==> config.mk <==
export PLATFORM = sky130hd
export DESIGN_NAME = aes_xts_sector_sequencer
export DESIGN_NICKNAME = d
export VERILOG_FILES = /design/src/rtl/aes_xts_sector_sequencer.sv
export SDC_FILE = /design/constraint.sdc
export NUM_CORES = 1
export LEC_CHECK = 0
export ABC_AREA = 0
export BUFFER_PORTS_ARGS = -buffer_cell sky130_fd_sc_hd__buf_4
export CAP_MARGIN = 5
export CELL_PAD_IN_SITES_DETAIL_PLACEMENT = 1
export CELL_PAD_IN_SITES_GLOBAL_PLACEMENT = 2
export CORE_ASPECT_RATIO = 0.75
export CORE_MARGIN = 3
export CORE_UTILIZATION = 32
export DETAILED_ROUTE_END_ITERATION = 8
export PLACE_DENSITY_LB_ADDON = 0.1
export SLEW_MARGIN = 10
export SYNTH_ARGS = -nofsm -noshare
export SYNTH_HDL_FRONTEND = slang
export SYNTH_SLANG_ARGS = --single-unit
==> constraint.sdc <==
create_clock -name inClk -period 3.7 [get_ports inClk]
set_input_delay 1.11 -clock inClk [delete_from_list [all_inputs] [get_ports inClk]]
set_output_delay 1.11 -clock inClk [all_outputs]
set_load 0.005 [all_outputs]
==> src/rtl/aes_xts_sector_sequencer.sv <==
`default_nettype none
// ============================================================================
// Module   : aes_xts_sector_sequencer
// Purpose  : Steps one XTS sector through key load, tweak and per-block writes
//            to the AES-XTS block controller, flagging ciphertext stealing.
// Revision : 1.0 - initial release
// ============================================================================
module aes_xts_sector_sequencer #(
    parameter int LEN_W = 16
) (
    input  logic             inClk,
    input  logic             inResetN,
    input  logic             inStart,
    input  logic [LEN_W-1:0] inLength,
    input  logic             inAesMode,
    input  logic             inNewKey,
    input  logic             inAbort,
    input  logic             inDataValid,
    input  logic             inCoreBusy,
    input  logic             inCoreKeysReady,
    output logic             outDataReady,
    output logic             outCoreAesMode,
    output logic             outCoreKeyWr,
    output logic             outCoreTweakWr,
    output logic             outCoreDataWr,
    output logic             outCoreBlockNrWr,
    output logic [LEN_W-5:0] outCoreBlockNr,
    output logic             outCoreBlockBeforeLast,
    output logic             outCoreLastBlock,
    output logic             outBusy,
    output logic             outDone,
    output logic             outError
);

    localparam int IW = LEN_W - 4;
    localparam logic [IW:0] ONE = (IW+1)'(1);
    localparam logic [IW:0] TWO = (IW+1)'(2);

    typedef enum logic [2:0] {
        S_IDLE     = 3'd0,
        S_KEY      = 3'd1,
        S_KEY_WAIT = 3'd2,
        S_TWEAK    = 3'd3,
        S_ISSUE    = 3'd4,
        S_GUARD    = 3'd5,
        S_WAIT     = 3'd6,
        S_DONE     = 3'd7
    } state_e;

    state_e        state_q, state_d;
    logic [IW-1:0] idx_q, idx_d;
    logic [IW:0]   total_q, total_d;
    logic          steal_q, steal_d;
    logic          mode_q, mode_d;
    logic          err_q, err_d;

    logic          w_tail_nz;
    logic          w_short;
    logic [IW:0]   w_total;
    logic [IW:0]   w_idx_ext;
    logic          w_is_last;
    logic          w_is_bbl;
    logic          w_active;
    logic          w_issue;

    assign w_tail_nz = |inLength[3:0];
    assign w_short   = (inLength[LEN_W-1:4] == '0);
    assign w_total   = {1'b0, inLength[LEN_W-1:4]} + (IW+1)'(w_tail_nz);
    assign w_idx_ext = {1'b0, idx_q};
    assign w_is_last = (w_idx_ext == total_q - ONE);
    assign w_is_bbl  = (w_idx_ext == total_q - TWO);
    assign w_active  = (state_q == S_ISSUE) || (state_q == S_GUARD) || (state_q == S_WAIT);
    assign w_issue   = inDataValid & inCoreKeysReady & ~inCoreBusy;

    always_ff @(posedge inClk or negedge inResetN) begin
        if (!inResetN) begin
            state_q <= S_IDLE;
            idx_q   <= '0;
            total_q <= '0;
            steal_q <= 1'b0;
            mode_q  <= 1'b0;
            err_q   <= 1'b0;
        end else begin
            state_q <= state_d;
            idx_q   <= idx_d;
            total_q <= total_d;
            steal_q <= steal_d;
            mode_q  <= mode_d;
            err_q   <= err_d;
        end
    end

    always_comb begin
        state_d          = state_q;
        idx_d            = idx_q;
        total_d          = total_q;
        steal_d          = steal_q;
        mode_d           = mode_q;
        err_d            = 1'b0;
        outDataReady     = 1'b0;
        outCoreKeyWr     = 1'b0;
        outCoreTweakWr   = 1'b0;
        outCoreDataWr    = 1'b0;
        outCoreBlockNrWr = 1'b0;
        outDone          = 1'b0;

        case (state_q)
            S_IDLE: begin
                if (inStart) begin
                    if (w_short) begin
                        err_d = 1'b1;
                    end else begin
                        total_d = w_total;
                        steal_d = w_tail_nz;
                        mode_d  = inAesMode;
                        idx_d   = '0;
                        state_d = inNewKey ? S_KEY : S_TWEAK;
                    end
                end
            end
            S_KEY: begin
                outCoreKeyWr = 1'b1;
                state_d      = S_KEY_WAIT;
            end
            S_KEY_WAIT: begin
                if (inCoreKeysReady) state_d = S_TWEAK;
            end
            S_TWEAK: begin
                outCoreTweakWr = 1'b1;
                idx_d          = '0;
                state_d        = S_ISSUE;
            end
            S_ISSUE: begin
                if (w_issue) begin
                    outDataReady     = 1'b1;
                    outCoreDataWr    = 1'b1;
                    outCoreBlockNrWr = 1'b1;
                    state_d          = S_GUARD;
                end
            end
            // Core busy may not have risen yet, so this cycle never samples it.
            S_GUARD: state_d = S_WAIT;
            S_WAIT: begin
                if (!inCoreBusy) begin
                    if (w_is_last) begin
                        state_d = S_DONE;
                    end else begin
                        idx_d   = idx_q + 1'b1;
                        state_d = S_ISSUE;
                    end
                end
            end
            S_DONE: begin
                outDone = 1'b1;
                state_d = S_IDLE;
            end
            default: state_d = S_IDLE;
        endcase

        // Abort overrides everything, including a same-cycle issue handshake.
        if (inAbort && (state_q != S_IDLE)) begin
            state_d          = S_IDLE;
            idx_d            = idx_q;
            outDataReady     = 1'b0;
            outCoreKeyWr     = 1'b0;
            outCoreTweakWr   = 1'b0;
            outCoreDataWr    = 1'b0;
            outCoreBlockNrWr = 1'b0;
            outDone          = 1'b0;
        end
    end

    assign outCoreAesMode         = mode_q;
    assign outCoreBlockNr         = idx_q;
    assign outCoreBlockBeforeLast = w_active & steal_q & w_is_bbl;
    assign outCoreLastBlock       = w_active & steal_q & w_is_last;
    assign outBusy                = (state_q != S_IDLE);
    assign outError               = err_q;

endmodule
`default_nettype wire
### After elaboration in Yosys (flattened, before gate mapping)

Cells that the tools add are included.
W data, S select, Z words.

* register bits after elaboration: 31
* bits in latches: 0
* memory bits (writable): 0
* bits in read-only memories: 0
* output and inout bits: 23
* logic and storage cells: 73
* memories: 0

* $add $sub $neg: 4
* multipliers: 0
* div/mod/pow operators: 0
* $lt $le $gt $ge: 0
* equality and inequality tests: 18
* shifts and indexed selects: 0
* muxes and demuxes: 26
* bitwise logic cells: 8
* reductions and logical operators: 11

Operators with widths (count)
* $mux W12: 4
* $pmux W12 S3: 1
* $eq A12 B13 Y1: 2
* $pmux W3 S8: 1
* $mux W3: 6
* $add A12 B1 Y13: 1
* $sub A13 B1 Y13 const B: 1
* $sub A13 B2 Y13 const B: 1
* $add A12 B1 Y12 const B: 1
* $eq A3 B3 Y1 const B: 4
* $logic_not A12 Y1: 1
* $mux W1: 12
* $ne A3 B3 Y1 const B: 3
* $ne A2 B2 Y1 const B: 4
* $eq A3 B2 Y1 const B: 2
* $ne A3 B2 Y1 const B: 2
* $reduce_and A6 Y1: 1
* $reduce_bool A3 Y1: 2
* $and A1 B1 Y1: 5
* $reduce_and A5 Y1: 1
* $mux W2: 2
* $reduce_or A4 Y1: 1
* $eq A3 B1 Y1 const B: 1
* $logic_not A3 Y1: 1
* other kinds (4): 7

### Logic depth before layout (Yosys ltp)

* word-level depth: 6
* gate-level depth with buffers: 11
* gate-level depth less buffers: 9

### Least setup slack after synthesis

Ideal clock, no wire load.

* path type: register to output
* from: reg total_q[0]
* to: out outCoreLastBlock
* data arrival time: 1.981 ns
* data required time: 2.590 ns
* path slack: 0.609 ns
* cell stages (with the launch flop): 9
* cells stage by stage: dfrtp_1 > inv_1 > ha_1 > nor3b_1 > nand2_1 > o31ai_1 > o22ai_1 > or3_1 > nor2_1

* word-level cells in the longest chain between the ends: 3

Ends and longest elaborated chain
* from (decl): line 52 `logic [IW:0] total_q, total_d;`
* from (signal assigned): line 86 `total_q <= total_d;`
* $sub A13 B1 Y13: line 70 `assign w_is_last = (w_idx_ext == total_q - ONE);`
* $eq A12 B13 Y1: line 70
* $and A1 B1 Y1: line 176 `assign outCoreLastBlock = w_active & steal_q & w_is_last;`
* to (decl): line 29 `output logic outCoreLastBlock,`

No other way between the ends.

### Final worst setup path

* from: reg total_q[1]
* to: out outCoreLastBlock

Same word-level chain as after synthesis.

==> out/qor.yml <==
global_route:
  use_met3_pct: 3.263
  globalRouteMet1Util_pct: 27.22
  grt_antenna_before_repair: 0
  grtUsageTotal_pct: 18.28
  grt_pass1_wl_um: 12640
  grt_util_met2_pct: 27.30
  grt_pass1_vias: 2441
  grt_max_degree: 32
  grt_overflow: 0
  busiest_layer: "met2"
layout:
  nNetsFinal: 393
  utilization_pct: 41.97
  antenna_cells: 0
  finalNonFillerCells: 465
  area_delta_synth_final_pct: 25.53
  drive_gt1_share_pct: 24.73
synthesis:
  yosysMostFrequentCell: "dfrtp_1"
  synthTopCellsByArea: "dfrtp_1, xor2_1, a21oi_1"
  synth_enable_flop_cells: 0
  yosys.area.top_type: "dfrtp_1"
  ys_warn_count: 0
  synth.yosys.seq_area_share_pct: 31.22
  netlist_instances: 315
  async_flop_share_pct: 100.0
  ys_types: 46
  avgSynthCellArea_um2: 7.889
  synth-seq-cells: 31
  synth_common_cells: "dfrtp_1, nand2_1, nor2_1"
  synth_ff_type: "dfrtp_1"
  synth_nets: 345
  netlist_area_um2: 2485
  synth_top_area_share_pct: 31.22
flow_run:
  maxCapViolCount: 0
clock_network:
  clock_latency_ns: 0.29
  cts-root-buf: "clkbuf_8"
  clkTransAtPathRegs_ns: 0.07
  cts_buffers: 5
  ctsHtreeMaxLevel: 2
  cts_hold_buf: 0
  cts_sinks: 31
  cts_buffer_depth: 2
  cts_tree: "built"
placement:
  place_inst: 456
  gp_congestion: 0.8466
  dp_hpwl_um: 5846
  portBuffers: 47
sta:
  min_period_ns: 3.539
  timing.hold.ws_ns: 0.5194
  fmax_mhz: 282.5
  worst_pin_slew_ns: 0.9353
  slew_headroom_pct: 37.27
  clock_skew_ns: 0.009227
  final-setup-viol-count: 0
  maxSlewViolCount: 0
  finalSetupTns_ns: 0
  period_share_pct: 95.66
  finalHoldViolCount: 0
routing:
  num_vias: 2457
  routedWlPerCell_um: 16.48
  viasPerCell: 5.284
  drtPass1Iterations: 4
  drt_wl_total_um: 7663
  drc: 0
  antenna_left: 0
  drt_first_iter_violations: 65
pwr:
  ir_drop_uv: 220.7
  leakage_nw: 1.270
  power_mw: 1.797
  powerDensity_nw_per_um2: 576.0
outcome:
  status: "completed"
critical_path:
  slowest_stage: "dfrtp_1"
  cp_cell_sequence: "inv_1, ha_2, nor3b_4, nand2_1, o31ai_2, o22ai_2, or3_4, nor2_1, buf_4"
  crit_family: "simple AND/OR/NAND/NOR gates"
  cp.arrival_ns: 2.43
  cp_max_fo: 5
  worst_setup_path_end_kind: "output pin"
  critPathKind: "flop to output pin"
  max_stage_delay_ns: 0.40
  cp-start-kind: "flop"
  timing.critical_path.buf_inv: 2
  required_ns: 2.59
floorplanning:
  dieWidth_um: 107.8
  die_h_um: 82.32
  coreArea_um2: 7432
  rows: 27
  start_util_pct: 33.43
  die-area_um2: 8870
  ios: 48
min_path:
  hold_class: "flop to flop"
## layer usage
layer | vias to the layer above | wire length [um]
li1 | 1235 | -
met1 | 1172 | 4056
met2 | 45 | 3241
met3 | 5 | 299
met4 | 0 | 65
met5 | - | 0
## logic make-up after synthesis
logic type                 share of synthesized area (%)
buffers and inverters                              6.395
adders and majority gates                          2.518
and+or+nand+nor                                    30.56
xor gates and xnor gates                           10.57
muxes                                              1.762
AOI/OAI and AO/OA                                  16.97
DFF                                                31.22
## what timing repair did
| item | 4_1_cts | 5_1_grt |
|---|---|---|
| gates resized for setup | 4 | 14 |
| buffers inserted | 0 | 1 |
| pin swaps | 0 | 2 |
| gates cloned | 0 | 0 |
| setup endpoints to repair | 1 | 2 |
## report_power, final
| part | leakage [nW] | switching, mW | internal, mW |
|---|---|---|---|
| clock network | 0.0422 | 0.136 | 0.132 |
| registers | 0.389 | 0.140 | 0.426 |
| logic | 0.838 | 0.543 | 0.420 |
## path summary, 6_finish.rpt
| path | startpoint | endpoint | slack (ns) | depth (start not counted) |
|---|---|---|---|---|
| max | total_q[1] | outCoreLastBlock | 0.16 | 9 |
| min | outCoreAesMode | outCoreAesMode | 0.52 | 1 |
| max reg2reg | total_q[1] | outCoreBlockNr[4] | 0.70 | 10 |
| min reg2reg | outCoreAesMode | outCoreAesMode | 0.52 | 1 |
| max in group asynchronous | inResetN | total_q[2] | 2.59 | 1 |
| min in group asynchronous | inResetN | total_q[11] | 0.77 | 1 |
## flip-flops by register name, indices dropped and copies added, names as in the netlist
register        count
total_q            13
outCoreBlockNr     12
state_q             3
outCoreAesMode      1
outError            1
steal_q             1
## per-stage QoR
stage,setup WS (ns),cell area [um^2]
global placement,0.2390,2950
finish,0.1607,3119
floorplan,0.6086,2485
detailed placement,0.1534,2950
CTS,0.002579,3047
global route,-0.002418,3119
## cells in the final DEF, fill, tap and decap left out, drive strengths merged, types with 5 or more instances in the layout
cell type	count
dfrtp	31
ha	5
nor2b	8
buf	61
o211ai	5
nor4	6
clkbuf	7
nand4	8
or4	9
nand3	19
o21ai	17
nand2	30
xor2	17
nor2	27
inv	12
o31ai	6
a21oi	26
xnor2	13
or3	7
nor3	10
## area by class of cell
cell class / instances / area [um^2]
tap: 101 / 126.4
fill: 935 / 4313
timing repair buffer: 61 / 457.9
inverter: 12 / 45.04
clock buffer: 7 / 76.32
multi-input combinational: 252 / 1630
sequential: 31 / 778.2
clock inverter: 1 / 5.005
(Power assumes the default switching activity.)
